File: config.mk
export PLATFORM = sky130hd
export DESIGN_NAME = inv_sqrt_arbiter
export DESIGN_NICKNAME = d
export VERILOG_FILES = /design/src/rtl/inv_sqrt_arbiter.sv
export SDC_FILE = /design/constraint.sdc
export NUM_CORES = 1
export LEC_CHECK = 0
export BUFFER_PORTS_ARGS = -buffer_cell sky130_fd_sc_hd__buf_2
export CAP_MARGIN = 20
export CORE_MARGIN = 2
export CORE_UTILIZATION = 57
export DETAILED_ROUTE_END_ITERATION = 10
export PLACE_DENSITY = 0.77
export SYNTH_ARGS = -nofsm -noshare
export SYNTH_HDL_FRONTEND = slang
export SYNTH_SLANG_ARGS = --single-unit
File: constraint.sdc
create_clock -name clk -period 3.4 [get_ports clk]
set_input_delay 0.17 -clock clk [delete_from_list [all_inputs] [get_ports clk]]
set_output_delay 0.17 -clock clk [all_outputs]
set_load 0.02 [all_outputs]
File: src/rtl/inv_sqrt_arbiter.sv
// inv_sqrt_arbiter: round-robin sharing of one fixed-latency inv_sqrt unit
// between N_REQ requesters. A tag pipe tracks {valid, id, err} alongside the
// unit, and results return in accept order through a credit-protected FIFO.
// Handshake: a requester transfers on a cycle where req_valid & req_ready are
// both high; a response transfers on a cycle where rsp_valid & rsp_ready are
// both high. req_ready never depends on rsp_ready in the same cycle.
module inv_sqrt_arbiter #(
  parameter int N_REQ      = 4,
  parameter int WIDTH      = 32,
  parameter int UNIT_LAT   = 6,
  parameter int FIFO_DEPTH = 8
) (
  input  logic                       clk,
  input  logic                       rst,
  input  logic [N_REQ-1:0]           req_valid,
  input  logic [N_REQ*WIDTH-1:0]     req_x,
  output logic [N_REQ-1:0]           req_ready,
  output logic                       unit_valid_in,
  output logic [WIDTH-1:0]           unit_x,
  input  logic                       unit_valid_out,
  input  logic [WIDTH-1:0]           unit_inv_sqrt,
  output logic                       rsp_valid,
  input  logic                       rsp_ready,
  output logic [$clog2(N_REQ)-1:0]   rsp_id,
  output logic [WIDTH-1:0]           rsp_data,
  output logic                       rsp_err,
  output logic                       sync_err,
  output logic                       busy
);

  localparam int IDW = $clog2(N_REQ);
  localparam int PW  = $clog2(FIFO_DEPTH);
  localparam int CW  = PW + 1;
  localparam int BW  = $clog2(UNIT_LAT + 1);
  localparam logic [WIDTH-1:0] ERR_DATA = {1'b0, {(WIDTH-1){1'b1}}};

  logic [IDW-1:0]   ptr_q, ptr_d;
  logic [UNIT_LAT-1:0] tag_v_q, tag_v_d, tag_err_q, tag_err_d;
  logic [IDW-1:0]   tag_id_q [UNIT_LAT];
  logic [IDW-1:0]   tag_id_d [UNIT_LAT];
  logic [WIDTH-1:0] mem_data_q [FIFO_DEPTH];
  logic [WIDTH-1:0] mem_data_d [FIFO_DEPTH];
  logic [IDW-1:0]   mem_id_q [FIFO_DEPTH];
  logic [IDW-1:0]   mem_id_d [FIFO_DEPTH];
  logic [FIFO_DEPTH-1:0] mem_err_q, mem_err_d;
  logic [PW-1:0]    wr_ptr_q, wr_ptr_d, rd_ptr_q, rd_ptr_d;
  logic [CW-1:0]    count_q, count_d;
  logic             sync_err_q, sync_err_d;
  // Blanking window after reset release: unit results issued before reset may
  // still emerge and must not be flagged as sync errors.
  logic [BW-1:0]    blank_q, blank_d;

  logic [IDW-1:0]   grant, idx_v;
  logic             found, credit_ok, accept, op_err;
  logic [WIDTH-1:0] operand;
  int               inflight;
  logic             fin_v, fin_err, exp_out, mismatch, push, pop;

  // Round-robin search from ptr, credit check on registered occupancy, issue.
  always_comb begin
    grant    = '0;
    idx_v    = '0;
    found    = 1'b0;
    inflight = 0;
    operand  = '0;
    for (int k = 0; k < N_REQ; k++) begin
      idx_v = IDW'((int'(ptr_q) + k) % N_REQ);
      if (!found && req_valid[idx_v]) begin
        found = 1'b1;
        grant = idx_v;
      end
    end
    for (int i = 0; i < UNIT_LAT; i++) inflight = inflight + int'(tag_v_q[i]);
    credit_ok = (inflight + int'(count_q)) < FIFO_DEPTH;
    // Gating with rst keeps every output low while reset is held.
    accept = rst && credit_ok && found;
    for (int i = 0; i < N_REQ; i++) begin
      req_ready[i] = accept && (grant == IDW'(i));
      if (grant == IDW'(i)) operand = req_x[i*WIDTH +: WIDTH];
    end
    op_err        = operand[WIDTH-1] || (operand == '0);
    unit_valid_in = accept && !op_err;
    unit_x        = unit_valid_in ? operand : '0;
    ptr_d         = accept ? IDW'((int'(grant) + 1) % N_REQ) : ptr_q;
  end

  // Tag pipe shift and the unit-output consistency check at the last stage.
  always_comb begin
    tag_v_d[0]   = accept;
    tag_err_d[0] = op_err;
    tag_id_d[0]  = grant;
    for (int i = 1; i < UNIT_LAT; i++) begin
      tag_v_d[i]   = tag_v_q[i-1];
      tag_err_d[i] = tag_err_q[i-1];
      tag_id_d[i]  = tag_id_q[i-1];
    end
    fin_v      = tag_v_q[UNIT_LAT-1];
    fin_err    = tag_err_q[UNIT_LAT-1];
    exp_out    = fin_v && !fin_err;
    mismatch   = (unit_valid_out != exp_out) && !((blank_q != '0) && !fin_v);
    push       = fin_v && !mismatch;
    sync_err_d = sync_err_q || mismatch;
    blank_d    = (blank_q != '0) ? blank_q - BW'(1) : blank_q;
  end

  // Response FIFO: write on push, head shown combinationally from registers.
  always_comb begin
    rsp_valid  = (count_q != '0);
    pop        = rsp_valid && rsp_ready;
    mem_data_d = mem_data_q;
    mem_id_d   = mem_id_q;
    mem_err_d  = mem_err_q;
    if (push) begin
      mem_data_d[wr_ptr_q] = fin_err ? ERR_DATA : unit_inv_sqrt;
      mem_id_d[wr_ptr_q]   = tag_id_q[UNIT_LAT-1];
      mem_err_d[wr_ptr_q]  = fin_err;
    end
    wr_ptr_d = push ? wr_ptr_q + PW'(1) : wr_ptr_q;
    rd_ptr_d = pop  ? rd_ptr_q + PW'(1) : rd_ptr_q;
    case ({push, pop})
      2'b10:   count_d = count_q + CW'(1);
      2'b01:   count_d = count_q - CW'(1);
      default: count_d = count_q;
    endcase
    rsp_id   = rsp_valid ? mem_id_q[rd_ptr_q]   : '0;
    rsp_data = rsp_valid ? mem_data_q[rd_ptr_q] : '0;
    rsp_err  = rsp_valid && mem_err_q[rd_ptr_q];
    sync_err = sync_err_q;
    busy     = (|tag_v_q) || rsp_valid;
  end

  // State registers; reset discards everything in flight.
  always_ff @(posedge clk or negedge rst) begin
    if (!rst) begin
      ptr_q      <= '0;
      tag_v_q    <= '0;
      tag_err_q  <= '0;
      mem_err_q  <= '0;
      wr_ptr_q   <= '0;
      rd_ptr_q   <= '0;
      count_q    <= '0;
      sync_err_q <= 1'b0;
      blank_q    <= BW'(UNIT_LAT);
      for (int i = 0; i < UNIT_LAT; i++) tag_id_q[i] <= '0;
      for (int i = 0; i < FIFO_DEPTH; i++) begin
        mem_data_q[i] <= '0;
        mem_id_q[i]   <= '0;
      end
    end else begin
      ptr_q      <= ptr_d;
      tag_v_q    <= tag_v_d;
      tag_err_q  <= tag_err_d;
      tag_id_q   <= tag_id_d;
      mem_data_q <= mem_data_d;
      mem_id_q   <= mem_id_d;
      mem_err_q  <= mem_err_d;
      wr_ptr_q   <= wr_ptr_d;
      rd_ptr_q   <= rd_ptr_d;
      count_q    <= count_d;
      sync_err_q <= sync_err_d;
      blank_q    <= blank_d;
    end
  end

endmodule

# [Word level (Yosys, flattened, before mapping)]
# Cells that the tools add are included.
# Widths: inputs -> output; s select.
[totals] regBits=320 inputBits=168 output_inout_bits=75 wordCells=142
[op_classes] addsub=15 n_lt_le_gt_ge=11 eq_ne=6 mux=42 n_bitwise=2 reduce_logical=35
[op_table] cell="$mux 32" n=10
[op_table] cell="$bwmux 256" n=1
[op_table] cell="$bmux 32 s3" n=1
[op_table] cell="$demux 32 s3" n=1
[op_table] cell="$logic_not 32->1" n=1
[op_table] cell="$logic_and 1x1->1" n=18
[op_table] cell="$bwmux 16" n=1
[op_table] cell="$mux 2" n=8
[op_table] cell="$lt 2x3->1 const B" n=4
[op_table] cell="$mux 1" n=10
[op_table] cell="$bmux 1 s2" n=4
[op_table] cell="$bwmux 8" n=1
[op_table] cell="$ge 4x4->1 const B" n=2
[op_table] cell="$logic_not 1->1" n=8
[op_table] cell="$lt 3x4->1 const B" n=2
[op_table] cell="$not 3->4" n=2
[op_table] cell="$pmux 4 s2" n=1
[op_table] cell="$add 6x4->7" n=1
[op_table] cell="$lt 7x4->1 const B" n=1
[op_table] cell="$add 3x1->3 const B" n=2
[op_table] cell="$add 5x1->6" n=1
[op_table] cell="$bmux 2 s3" n=1
[op_table] cell="$demux 2 s3" n=1
[op_table] cell="$eq 2x2->1 const B" n=3
[op_table] cell="other kinds (21)" n=26

# [Logic depth before layout (Yosys ltp)]
# Gate-level depths: netlist (run 1).
[logic_depth] depth_word=22 mapped_depth=15

# [Worst setup path after synthesis (run 1)]
# Ideal clock, no wire load.
[synth_timing] path_type="register -> output" startpoint="register tag_v_q[0]" endpoint="output port unit_x[10]" arrival_ns=3.045 required_time_ns=3.230 slack_ns=0.185 path_stages_with_launch=12 path_buffers=1 path_cell_list="dfrtp_1 > fa_1 > inv_1 > fa_1 > inv_1 > ha_1 > a21o_1 > a21o_1 > a21oi_4 > nand2_4 > buf_2 > nor3_1"
[synth_via] elab_chain_len=11
[synth_lines] element="start: declaration" line_no="38" text="logic [UNIT_LAT-1:0] tag_v_q, tag_v_d, tag_err_q, tag_err_d;"
[synth_lines] element="start signal: assignment" line_no="151" text="tag_v_q <= tag_v_d;"
[synth_lines] element="$add 1x1->2" line_no="73" text="for (int i = 0; i < UNIT_LAT; i++) inflight = inflight + int'(tag_v_q[i]);"
[synth_lines] element="$add 2x1->3" line_no="73"
[synth_lines] element="$add 3x1->4" line_no="73"
[synth_lines] element="$add 4x1->5" line_no="73"
[synth_lines] element="$add 5x1->6" line_no="73"
[synth_lines] element="$add 6x4->7" line_no="74" text="credit_ok = (inflight + int'(count_q)) < FIFO_DEPTH;"
[synth_lines] element="$lt 7x4->1" line_no="74"
[synth_lines] element="$logic_and 1x1->1 (2 in a row)" line_no="76" text="accept = rst && credit_ok && found;"
[synth_lines] element="named net accept" line_no="54" text="logic found, credit_ok, accept, op_err;"
[synth_lines] element="$logic_and 1x1->1" line_no="82" text="unit_valid_in = accept && !op_err;"
[synth_lines] element="$mux 32" line_no="83" text="unit_x = unit_valid_in ? operand : '0;"
[synth_lines] element="end: declaration" line_no="19" text="output logic [WIDTH-1:0] unit_x,"
# The timed path passes the listed nets, and every way through them passes these cells.

# [Worst setup path after layout (run 1)]
[layout_timing] startpoint="register ptr_q[0]" endpoint="output port unit_valid_in"
[layout_via] elab_chain_len=21
[layout_lines] element="start: declaration" line_no="37" text="logic [IDW-1:0] ptr_q, ptr_d;"
[layout_lines] element="start signal: assignment" line_no="150" text="ptr_q <= ptr_d;"
[layout_lines] element="parallel branches: the longest is 20 deep, another holds $add 2x1->2"
[layout_lines] element="$logic_and 1x1->1 (*)" line_no="82"
[layout_lines] element="end: declaration" line_no="18" text="output logic unit_valid_in,"
# Every way passes the cells marked *. The select of a mux whose other input is x is not followed.

==> results of run 1 <==
==> Yosys cell counts (all sizes together) <==
| master | number |
|---|---|
| dfrtp | 318 |
| nand2 | 213 |
| o21ai | 195 |
| nor2 | 139 |
| mux4 | 70 |
| a21oi | 68 |
| buf | 59 |
| clkbuf | 50 |
| o22ai | 48 |
| mux2i | 40 |
| a221oi | 31 |
| nor3 | 31 |
| mux2 | 24 |
| inv | 20 |
| ha | 16 |
| and2 | 7 |
| nor4 | 6 |
| xnor2 | 6 |
| nand3 | 4 |
| nor2b | 4 |
| xor2 | 4 |
| a21o | 3 |
| fa | 3 |
| dfstp | 2 |
| nand2b | 2 |
| nand4 | 2 |
| nor4b | 2 |
| or2 | 2 |
| a221o | 1 |
| a31oi | 1 |
| and3 | 1 |
| and3b | 1 |
| conb | 1 |
| nand4b | 1 |
| or4b | 1 |
==> timing repair <==
item / in CTS / in global routing
gates cloned: 6 / 1
setup buffers: 6 / 1
endpoints found under the setup margin: 36 / 36
endpoints found under the hold margin: 141 / 0
pin swaps: 14 / 9
hold buffers: 28 / 0
resized for setup: 129 / 39
==> cells by family (layout without fill, tap and decap cells) <==
group           Yosys count  after routing
compound gates          347            347
xor+xnor                 10             10
fa+ha+maj                19             19
buf+inv                 129            434
flops                   320            320
mux                     134            134
other cells               1              5
simple gates            416            419
==> worst max-delay path by stage <==
stage | start | endpoint | slack, ps | cells after the start
4_1_cts | tag_v_q[0] | unit_x[28] | -340 | 12
2_1_floorplan | tag_v_q[0] | unit_x[10] | 190 | 11
5_1_grt | ptr_q[0] | unit_valid_in | -570 | 14
3_3_place_gp | tag_v_q[0] | unit_x[29] | 20 | 11
6_report | ptr_q[0] | unit_valid_in | -470 | 14
3_5_place_dp | tag_v_q[0] | unit_x[26] | -80 | 11
==> stage by stage <==
stage                     instance area, um^2  power (mW)  setup slack [ps]  cells  setup TNS, ps
after global placement                  16700        14.1              18.6   1918              0
after detailed placement                16700        14.5             -75.6   1918           -367
after floorplan                         15000        11.7               185   1376              0
after CTS                               19000        19.4              -342   2016         -10890
final                                   19300        19.8              -472   2023         -10490
after global routing                    19300        20.9              -568   2023         -14250
==> layout make-up <==
| cell class | count | area share |
|---|---|---|
| Tap cell | 335 | 0.0217 |
| Inverter | 20 | 0.00402 |
| Clock buffer | 44 | 0.0479 |
| Timing Repair Buffer | 356 | 0.131 |
| Antenna cell | 4 | 0.000519 |
| Sequential cell | 320 | 0.415 |
| Multi-Input combinational cell | 930 | 0.371 |
| Clock inverter | 14 | 0.00934 |
==> power groups by stage <==
stage                     clock, mW  combinational (mW)  sequential, mW
final                          3.64                9.66            6.48
after global routing           3.84                10.4            6.67
after CTS                      3.68                9.22            6.46
after detailed placement          0                8.01            6.49
after global placement            0                7.76            6.39
after floorplan                   0                5.77            5.93
==> metal layers <==
layer,vias up,part of all wire
met5,-,0
met4,0,0.074
met3,167,0.062
met2,580,0.50
met1,6094,0.36
li1,5442,-
==> sequential cells by signal, summed over array words and instances (netlist names), 4 cells and up <==
signal	cells
tag_v_q	6
tag_id_d	10
mem_id_q	16
mem_err_q	8
mem_data_q	256
tag_err_q	6
count_q	4
==> worst max-delay path: stages, from the launching register on <==
cell and delay (ps):
dfrtp_1 400, nor2_2 70, a21oi_2 120, nor2_1 50, a221o_1 310, or2_4 260, ha_4 160, or2_4 320
buf_16 180, a221oi_1 350, o22ai_1 160, nor4_1 250, nand4_1 220, nor2b_4 180, buf_6 130
==> placed cells by master, fill, tap and decap left out, types with 4 or more instances in the layout <==
master / count
o21ai_0: 190
xnor2_1: 6
buf_12: 10
nand2_1: 211
inv_1: 17
clkinv_2: 7
dfrtp_1: 315
buf_6: 19
o22ai_2: 21
a21oi_1: 66
clkbuf_16: 32
clkbuf_8: 10
o21ai_1: 5
xor2_1: 4
nor3_4: 15
buf_2: 212
a221oi_2: 11
and2_1: 4
nor2_1: 136
diode_2: 4
buf_4: 81
a221oi_4: 18
ha_1: 14
nor3_1: 9
nor3_2: 7
mux2_1: 6
mux2i_1: 39
mux4_2: 70
bufinv_16: 4
o22ai_1: 27
dlygate4sd3_1: 28
mux2_2: 18
==> results.sh, run 1 <==
export IMPL_r2r_cells=11
export IMPL_fin_skew_ps=15.5
export IMPL_numPortBuffers=241
export IMPL_clkLatencyLatePin_ps=560
export IMPL_ant_nets=0
export IMPL_p_sw_mw=7.82
export IMPL_cts_buffers=31
export IMPL_r2r_start="tag_v_q[0]"
export IMPL_grt_busiest_layer="met2"
export IMPL_drt_initial_drc_count=1052
export IMPL_ios=243
export IMPL_cts_max_level=1
export IMPL_relSlewSlack=0.445
export IMPL_synth_top_family_by_area="multiplexers"
export IMPL_final_util=0.745
export IMPL_swShare=0.395
export IMPL_groute_layer_met2_usage=0.555
export IMPL_seq_area_frac_synth=0.535
export IMPL_globalRouteMet3Util=0.0477
export IMPL_worst_pin_slew_ps=831
export IMPL_leakagePower_nw=9.04
export IMPL_synth_top_area_share=0.532
export IMPL_dr_pass1_iters=6
export IMPL_syn_to_final_growth_pct=28.9
export IMPL_failed_checks="negative setup slack"
export IMPL_die_area_mm2=0.0276
export IMPL_min_from="unit_inv_sqrt[21]"
export IMPL_ir_drop_mv=0.750
export IMPL_fp_row_count=59
export IMPL_synthXorXnorAreaFrac=0.00585
export IMPL_intPower_mw=12.0
export IMPL_crit_path_max_fanout=8
export IMPL_pwr_share_seq=0.328
export IMPL_synth_area_leaders="dfrtp_1 (53%), mux4_2 (11%), o21ai_0 (6.4%)"
export IMPL_routabilityCongestion=0.999
export IMPL_wl_per_cell_um=22.2
export IMPL_muxShareOfSynthArea=0.150
export IMPL_status="finished with violations"
export IMPL_ff2ff_setup_slack_ps=320
export IMPL_synthAdderAreaFrac=0.0174
export IMPL_synthesis_nets=1563
export IMPL_num_vias=12283
export IMPL_routed_wl_mm=44.9
export IMPL_nNetsFinal=1846
export IMPL_fill_cells=1653
export IMPL_worstSetupPathType="flip-flop to primary output"
export IMPL_synth_cell_types=54
export IMPL_setup_violations=36
export IMPL_synth_compound_area_frac=0.131
export IMPL_cts_tree="yes"
export IMPL_slew_viol_final=0
export IMPL_setup_slack_ps=-472
export IMPL_yosys_area_share_simple=0.118
export IMPL_die_y_um=166
export IMPL_clock_power_share=0.184
export IMPL_synthCells=1376
export IMPL_synth_seq_cells=320
export IMPL_comb_power_share=0.488
export IMPL_endpoint_kind="primary output"
export IMPL_finalHoldViolations=0
export IMPL_clock_sinks=320
export IMPL_yosysWarnings=0
export IMPL_drv_cap=0
export IMPL_multi_input_area_mm2=0.00715
export IMPL_critPathArrivalTime_ps=3700
export IMPL_global_route_usage_met1=0.384
export IMPL_syn_area_mm2=0.0150
export IMPL_yosysTopAreaCell="dfrtp_1"
export IMPL_grt_pass1_vias=13066
export IMPL_fp_dieW_um=166
export IMPL_min_to="mem_data_q[181]"
export IMPL_holdPathStages=3
export IMPL_post_drt_via_cell_ratio=6.07
export IMPL_regArea_mm2=0.00802
export IMPL_drc=0
export IMPL_cts_root_buffer="clkbuf_16"
export IMPL_holdWs_ps=9.06
export IMPL_clkSlewWorstSetupHoldPaths_ps=60
export IMPL_required_ps=3230
export IMPL_avgSynthCellArea_um2=10.9
export IMPL_grt_max_degree=125
export IMPL_track_usage=0.326
export IMPL_core_area_mm2=0.0259
export IMPL_powerDensity_mw_per_mm2=1020
export IMPL_ctsLongestPathBuffers=3
export IMPL_initial_core_util=0.578
export IMPL_grt_pass1_wl_mm=70.5
export IMPL_dp_hpwl_mm=28.0
export IMPL_r2r_end="ptr_q[0]"
export IMPL_grt_ovfl_total=0
export IMPL_max_freq_mhz=258
export IMPL_critPathLaunchType="flip-flop"
export IMPL_fin_crit_sh=1.14
export IMPL_hold_path_class="input pin to flip-flop"
export IMPL_drive_above_1_share=0.344
export IMPL_rsz0062_at_grt="yes"
export IMPL_period_needed_ps=3870
export IMPL_grt_antenna_before_repair=4
No activity file was read; power rests on OpenSTA's default activity.
==> inputs of run 2 (changes only) <==
--- a/config.mk
+++ b/config.mk
@@ -10,7 +10,9 @@
 export CORE_MARGIN = 2
 export CORE_UTILIZATION = 57
 export DETAILED_ROUTE_END_ITERATION = 10
+export GPL_ROUTABILITY_DRIVEN = 0
 export PLACE_DENSITY = 0.77
+export RECOVER_POWER = 50
 export SYNTH_ARGS = -nofsm -noshare
 export SYNTH_HDL_FRONTEND = slang
 export SYNTH_SLANG_ARGS = --single-unit
==> run 2 against run 1 <==
  * The run ends with max-capacitance violations, max-slew violations, negative setup slack left
  * Clock power is 1% higher
  * Critical path depth unchanged
  * Cell area is 1.7% higher
  * Sequential cell count is the same
  * Non-clock buffer count rose by 9
  * Sequential power down 0.6%
  * Hold slack better by 5.4 ps
  * Clock-buffer cell count fell by 1
  * Critical path type unchanged
  * Highest routed layer unchanged
==> results.sh, run 2 (same netlist as run 1, synthesis figures left out) <==
export IMPL_grt_pass1_wl_mm=71.2
export IMPL_rsz0062_at_grt="yes"
export IMPL_track_usage=0.333
export IMPL_largest_register="mem_data_q"
export IMPL_layout_common_cells="dfrtp_1 (315), nand2_1 (211), buf_2 (204), o21ai_0 (190), nor2_1 (136)"
export IMPL_dp_cells=1918
export IMPL_groute_layer_met2_usage=0.570
export IMPL_hold_path_class="input pin to flip-flop"
export IMPL_fp_row_count=59
export IMPL_die_y_um=166
export IMPL_grt_max_degree=80
export IMPL_endpoint_kind="primary output"
export IMPL_numPortBuffers=241
export IMPL_setup_violations=37
export IMPL_die_area_mm2=0.0276
export IMPL_leakagePower_nw=9.10
export IMPL_grt_ovfl_total=0
export IMPL_period_needed_ps=4360
export IMPL_ff2ff_setup_slack_ps=-120
export IMPL_num_vias=12695
export IMPL_initial_core_util=0.578
export IMPL_critPathArrivalTime_ps=4190
export IMPL_grt_pass1_vias=13105
export IMPL_drive_above_1_share=0.355
export IMPL_placed_area_mm2=0.0167
export IMPL_cts_max_level=1
export IMPL_clkSlewWorstSetupHoldPaths_ps=60
export IMPL_final_util=0.757
export IMPL_slew_viol_final=67
export IMPL_setup_slack_ps=-960
export IMPL_worstSetupPathType="flip-flop to primary output"
export IMPL_clkLatencyLatePin_ps=580
export IMPL_finalPower_mw=20.4
export IMPL_nNetsFinal=1856
export IMPL_drc=0
export IMPL_cts_buffers=31
export IMPL_routed_wl_mm=48.7
export IMPL_finalHoldViolations=0
export IMPL_critPathLaunchType="flip-flop"
export IMPL_grt_busiest_layer="met2"
export IMPL_fill_cells=1556
export IMPL_global_route_usage_met1=0.397
export IMPL_fin_skew_ps=18.2
export IMPL_powerDensity_mw_per_mm2=1040
export IMPL_relSlewSlack=-0.0534
export IMPL_dp_hpwl_mm=28.1
export IMPL_ir_drop_mv=0.899
export IMPL_globalRouteMet3Util=0.0515
export IMPL_final_common_cell="dfrtp_1"
export IMPL_ios=243
export IMPL_largest_reg_flops=256
export IMPL_dr_pass1_iters=8
export IMPL_final_cells=2030
export IMPL_core_area_mm2=0.0259
export IMPL_multi_input_area_mm2=0.00740
export IMPL_crit_path_max_fanout=8
export IMPL_holdWs_ps=14.5
export IMPL_syn_to_final_growth_pct=31.1
export IMPL_post_drt_via_cell_ratio=6.25
export IMPL_cts_root_buffer="clkbuf_16"
export IMPL_failed_checks="max-capacitance violations, max-slew violations, negative setup slack"
export IMPL_cts_tree="yes"
export IMPL_ctsLongestPathBuffers=3
export IMPL_dpl_worst_slack_ps=-8.34
export IMPL_fp_dieW_um=166
export IMPL_status="finished with violations"
export IMPL_required_ps=3230
export IMPL_fin_crit_sh=1.28
export IMPL_final_setup_tns_ps=-9860
export IMPL_wl_per_cell_um=24.0
export IMPL_max_freq_mhz=229
export IMPL_clock_sinks=320
export IMPL_postLayoutCellArea_mm2=0.0196
export IMPL_drt_initial_drc_count=1211
export IMPL_ant_nets=0
export IMPL_regArea_mm2=0.00802
export IMPL_worst_pin_slew_ps=1580
export IMPL_drv_cap=1
export IMPL_grt_antenna_before_repair=3
run 2: worst paths after layout:
check | startpoint | endpoint | cells past startpoint
max in group asynchronous | rst | mem_data_q[254] | 4
worst max register to register | ptr_q[0] | tag_err_q[0] | 13
worst max-delay path | ptr_q[0] | unit_valid_in | 14
min in group asynchronous | rst | mem_err_q[6] | 3
worst min register to register | tag_err_q[2] | tag_err_q[3] | 0
worst min-delay path | unit_inv_sqrt[25] | mem_data_q[185] | 3
run 2: timing repair:
item | in CTS | in global routing
setup endpoints to repair | 36 | 36
cloned | 6 | 0
endpoints found under the hold margin | 280 | 0
gates resized for setup | 136 | 103
setup buffers | 9 | 6
hold buffers | 34 | 0
pin swaps | 17 | 14
run 2: layout make-up:
type                    instances  area share
flip-flops and latches        320       0.409
multi-input cells             931       0.377
repair buffers                365       0.133
clock buffers                  43      0.0454
well taps                     335      0.0214
clock inverters                13      0.0105
inverters                      20     0.00395
diodes                          3    0.000383
run 2: critical path, stage by stage (launching register included):
cell	delay (ps)
dfrtp_1	400
nor2_2	70
a21oi_2	110
nor2_1	50
a221o_1	300
or2_4	290
ha_4	170
or2_4	300
buf_12	160
a221oi_1	380
o22ai_1	290
nor4_1	480
nand4_1	280
nor2b_4	200
buf_6	120
run 2: per-layer routing:
| layer | vias up | routed length, um |
|---|---|---|
| li1 | 5467 | - |
| met2 | 760 | 24100 |
| met3 | 224 | 3910 |
| met4 | 0 | 3620 |
| met5 | - | 0 |
| met1 | 6244 | 17000 |
run 2: power by group:
part | switching (mW) | internal, mW
clock | 1.48 | 2.21
sequential | 1.11 | 5.33
combinational | 5.73 | 4.55
total | 8.32 | 12.1
==> inputs of run 3 (changes only) <==
--- a/config.mk
+++ b/config.mk
@@ -5,13 +5,14 @@
 export SDC_FILE = /design/constraint.sdc
 export NUM_CORES = 1
 export LEC_CHECK = 0
+export ABC_AREA = 1
 export BUFFER_PORTS_ARGS = -buffer_cell sky130_fd_sc_hd__buf_2
 export CAP_MARGIN = 20
 export CORE_MARGIN = 2
-export CORE_UTILIZATION = 57
+export CORE_UTILIZATION = 58
 export DETAILED_ROUTE_END_ITERATION = 10
 export GPL_ROUTABILITY_DRIVEN = 0
-export PLACE_DENSITY = 0.77
+export PLACE_DENSITY = 0.81
 export RECOVER_POWER = 50
 export SYNTH_ARGS = -nofsm -noshare
 export SYNTH_HDL_FRONTEND = slang
==> run 3 against run 2 <==
  * Highest routed layer unchanged
  * The flow still finishes with violations (max-capacitance violations, max-slew violations, negative setup slack)
  * Global-route usage rose by 0.55 points
  * Routed wire length rose by 5.6%
  * Utilization fell by 4.1 points
  * Area after synthesis rose by 10%
  * Largest cell class unchanged
==> results.sh, run 3 <==
export IMPL_setup_slack_ps=-893
export IMPL_min_from="unit_valid_out"
export IMPL_yosysMostFrequentCell="nand2_1"
export IMPL_met1_length_mm=18.4
export IMPL_yosysTopAreaCell="dfrtp_1"
export IMPL_dp_hpwl_mm=31.0
export IMPL_dr_pass1_iters=5
export IMPL_relSlewSlack=-0.139
export IMPL_ant_nets=0
export IMPL_hold_path_class="input pin to flip-flop"
export IMPL_critPathLaunchType="flip-flop"
export IMPL_setup_violations=36
export IMPL_numPortBuffers=241
export IMPL_cts_tree="yes"
export IMPL_synthCells=2194
export IMPL_drc=0
export IMPL_dpl_worst_slack_ps=-529
export IMPL_cts_max_level=2
export IMPL_post_drt_via_cell_ratio=5.77
export IMPL_synthesis_nets=2381
export IMPL_synth_cell_types=37
export IMPL_clkSlewWorstSetupHoldPaths_ps=60
export IMPL_synth_edf_count=0
export IMPL_ys_flop_type="dfrtp_1"
export IMPL_regArea_mm2=0.00802
export IMPL_finalHoldViolations=0
export IMPL_worst_pin_slew_ps=1710
export IMPL_ff2ff_setup_slack_ps=70
export IMPL_ios=243
export IMPL_fp_dieW_um=173
export IMPL_worstSetupPathType="flip-flop to primary output"
export IMPL_crit_path_max_fanout=8
export IMPL_cts_buffers=35
export IMPL_grt_max_degree=129
export IMPL_track_usage=0.338
export IMPL_status="finished with violations"
export IMPL_drive_above_1_share=0.221
export IMPL_slew_viol_final=131
export IMPL_failed_checks="max-capacitance violations, max-slew violations, negative setup slack"
export IMPL_grt_pass1_wl_mm=81.6
export IMPL_required_ps=3230
export IMPL_yosysWarnings=0
export IMPL_final_common_cell="nand2_1"
export IMPL_ctsLongestPathBuffers=3
export IMPL_largest_register="mem_data_q"
export IMPL_max_freq_mhz=233
export IMPL_rsz0062_at_grt="yes"
export IMPL_r2r_cells=21
export IMPL_holdWs_ps=51.0
export IMPL_r2r_end="tag_err_q[0]"
export IMPL_dr_max_layer_used="met4"
export IMPL_seq_area_frac_synth=0.486
export IMPL_fin_crit_sh=1.26
export IMPL_grt_antenna_before_repair=2
export IMPL_synth_top_area_share=0.483
export IMPL_avgSynthCellArea_um2=7.51
export IMPL_synth_seq_cells=320
export IMPL_synth_async_reset_ratio=1.00
export IMPL_crit_top_cell="nand2_1"
export IMPL_final_util=0.716
export IMPL_fp_row_count=61
export IMPL_syn_area_mm2=0.0165
export IMPL_period_needed_ps=4290
export IMPL_synth_area_leaders="dfrtp_1 (48%), nand2_1 (16%), o21ai_0 (9.3%)"
export IMPL_cts_root_buffer="clkbuf_16"
export IMPL_endpoint_kind="primary output"
export IMPL_path_cells="xor2_2, nand2_1, o21ai_2, nor2_2, buf_4, nand3_2, o211ai_1, nor2_2, inv_2, buf_6, ha_4, buf_8, nand2_1, a21boi_4, nand2_1, nor2_2, nand2_1, nor2_1, nand2_2, nand3_4, clkbuf_16, nor2_1, buf_2"
export IMPL_grt_ovfl_total=0
export IMPL_critPathArrivalTime_ps=4120
export IMPL_grt_pass1_vias=16117
export IMPL_core_area_mm2=0.0279
export IMPL_initial_core_util=0.592
export IMPL_die_y_um=173
export IMPL_dr_wl_met3_mm=4.60
export IMPL_clkLatencyLatePin_ps=520
export IMPL_die_area_mm2=0.0298
export IMPL_crit_end="unit_x[24]"
export IMPL_wl_per_cell_um=18.3
export IMPL_wl_met2_mm=25.1
export IMPL_drv_cap=2
export IMPL_crit_slowest_cell="dfrtp_2"
export IMPL_dp_cells=2723
export IMPL_r2r_start="ptr_q[0]"
export IMPL_worstSetupStartpoint="ptr_q[0]"
export IMPL_nNetsFinal=2589
export IMPL_synthTopCellsByCount="nand2_1 (709), dfrtp_1 (318), o21ai_0 (305)"
export IMPL_final_cells=2805
export IMPL_largest_reg_flops=256
export IMPL_routed_wl_mm=51.4
export IMPL_crit_path_max_incr_delay_ps=480
export IMPL_clock_sinks=320
export IMPL_fill_cells=2089
export IMPL_multi_input_area_mm2=0.00737
export IMPL_num_vias=16175
export IMPL_drt_initial_drc_count=1767
export IMPL_fin_skew_ps=23.8
export IMPL_syn_to_final_growth_pct=21.0
export IMPL_layout_common_cells="nand2_1 (696), dfrtp_1 (315), o21ai_0 (300), buf_2 (220), inv_1 (165)"
## run 3: cell count changes in the layout (fill, tap and decap cells not counted), moves of 32 or more
| cell | change |
|---|---|
| a21oi_1 | +89 |
| a31oi_1 | +34 |
| dlygate4sd3_1 | -32 |
| inv_1 | +147 |
| mux2i_1 | -39 |
| mux4_2 | -70 |
| nand2_1 | +485 |
| nand3_1 | +50 |
| o21ai_0 | +110 |
| or2_2 | +34 |
## run 3: cell type report
class | instances | share of cell area
Antenna cell | 2 | 0.000251
Clock buffer | 46 | 0.0480
Clock inverter | 14 | 0.0105
Inverter | 183 | 0.0347
Multi-Input combinational cell | 1519 | 0.369
Sequential cell | 320 | 0.402
Tap cell | 378 | 0.0237
Timing Repair Buffer | 343 | 0.112
## run 3: critical path, delay by kind of cell (launching register included)
family | cells | cell delay, ps
simple gates | 12 | 1340
fa+ha+maj | 1 | 210
xor+xnor | 1 | 260
buf+inv | 6 | 870
flops | 1 | 480
compound gates | 3 | 430
## run 3: logic make-up after synthesis
kind of cell	after synthesis	synth area share
other cells	1	0.000227
fa+ha+maj	19	0.0158
buf+inv	355	0.0930
flops	320	0.486
xor+xnor	11	0.00584
simple gates	946	0.227
compound gates	542	0.172
## run 3: how the worst min path moves through the flow
stage,slack [ps],depth (start not counted),end
final,50,4,sync_err
after global routing,70,4,sync_err
after CTS,60,4,mem_data_q[224]
after detailed placement,150,1,mem_data_q[187]
after global placement,160,1,mem_data_q[187]
after floorplan,-130,0,blank_q[0]
## run 3: timing repair
action / CTS / global route
resized for setup: 88 / 72
hold buffers: 2 / 0
buffers inserted: 9 / 8
endpoints found under the setup margin: 37 / 37
pin swaps: 11 / 26
endpoints found under the hold margin: 60 / 0
cloned: 2 / 4
## run 3: per-layer routing
layer,GRT usage,vias up
met5,0,-
met4,0.215,0
met3,0.0477,208
met2,0.576,973
met1,0.405,7639
li1,-,7355
## run 3: per-stage QoR
| stage | instance area [um^2] | setup TNS (ps) |
|---|---|---|
| after global placement | 18000 | -7290 |
| after global routing | 20000 | -46250 |
| after CTS | 19600 | -21020 |
| final | 20000 | -27400 |
| after floorplan | 16500 | 0 |
| after detailed placement | 18000 | -16530 |
Power of run 3 is left out: the tool's default activity adds up to more than one toggle a clock period on the data nets, which glitch-free logic cannot reach.
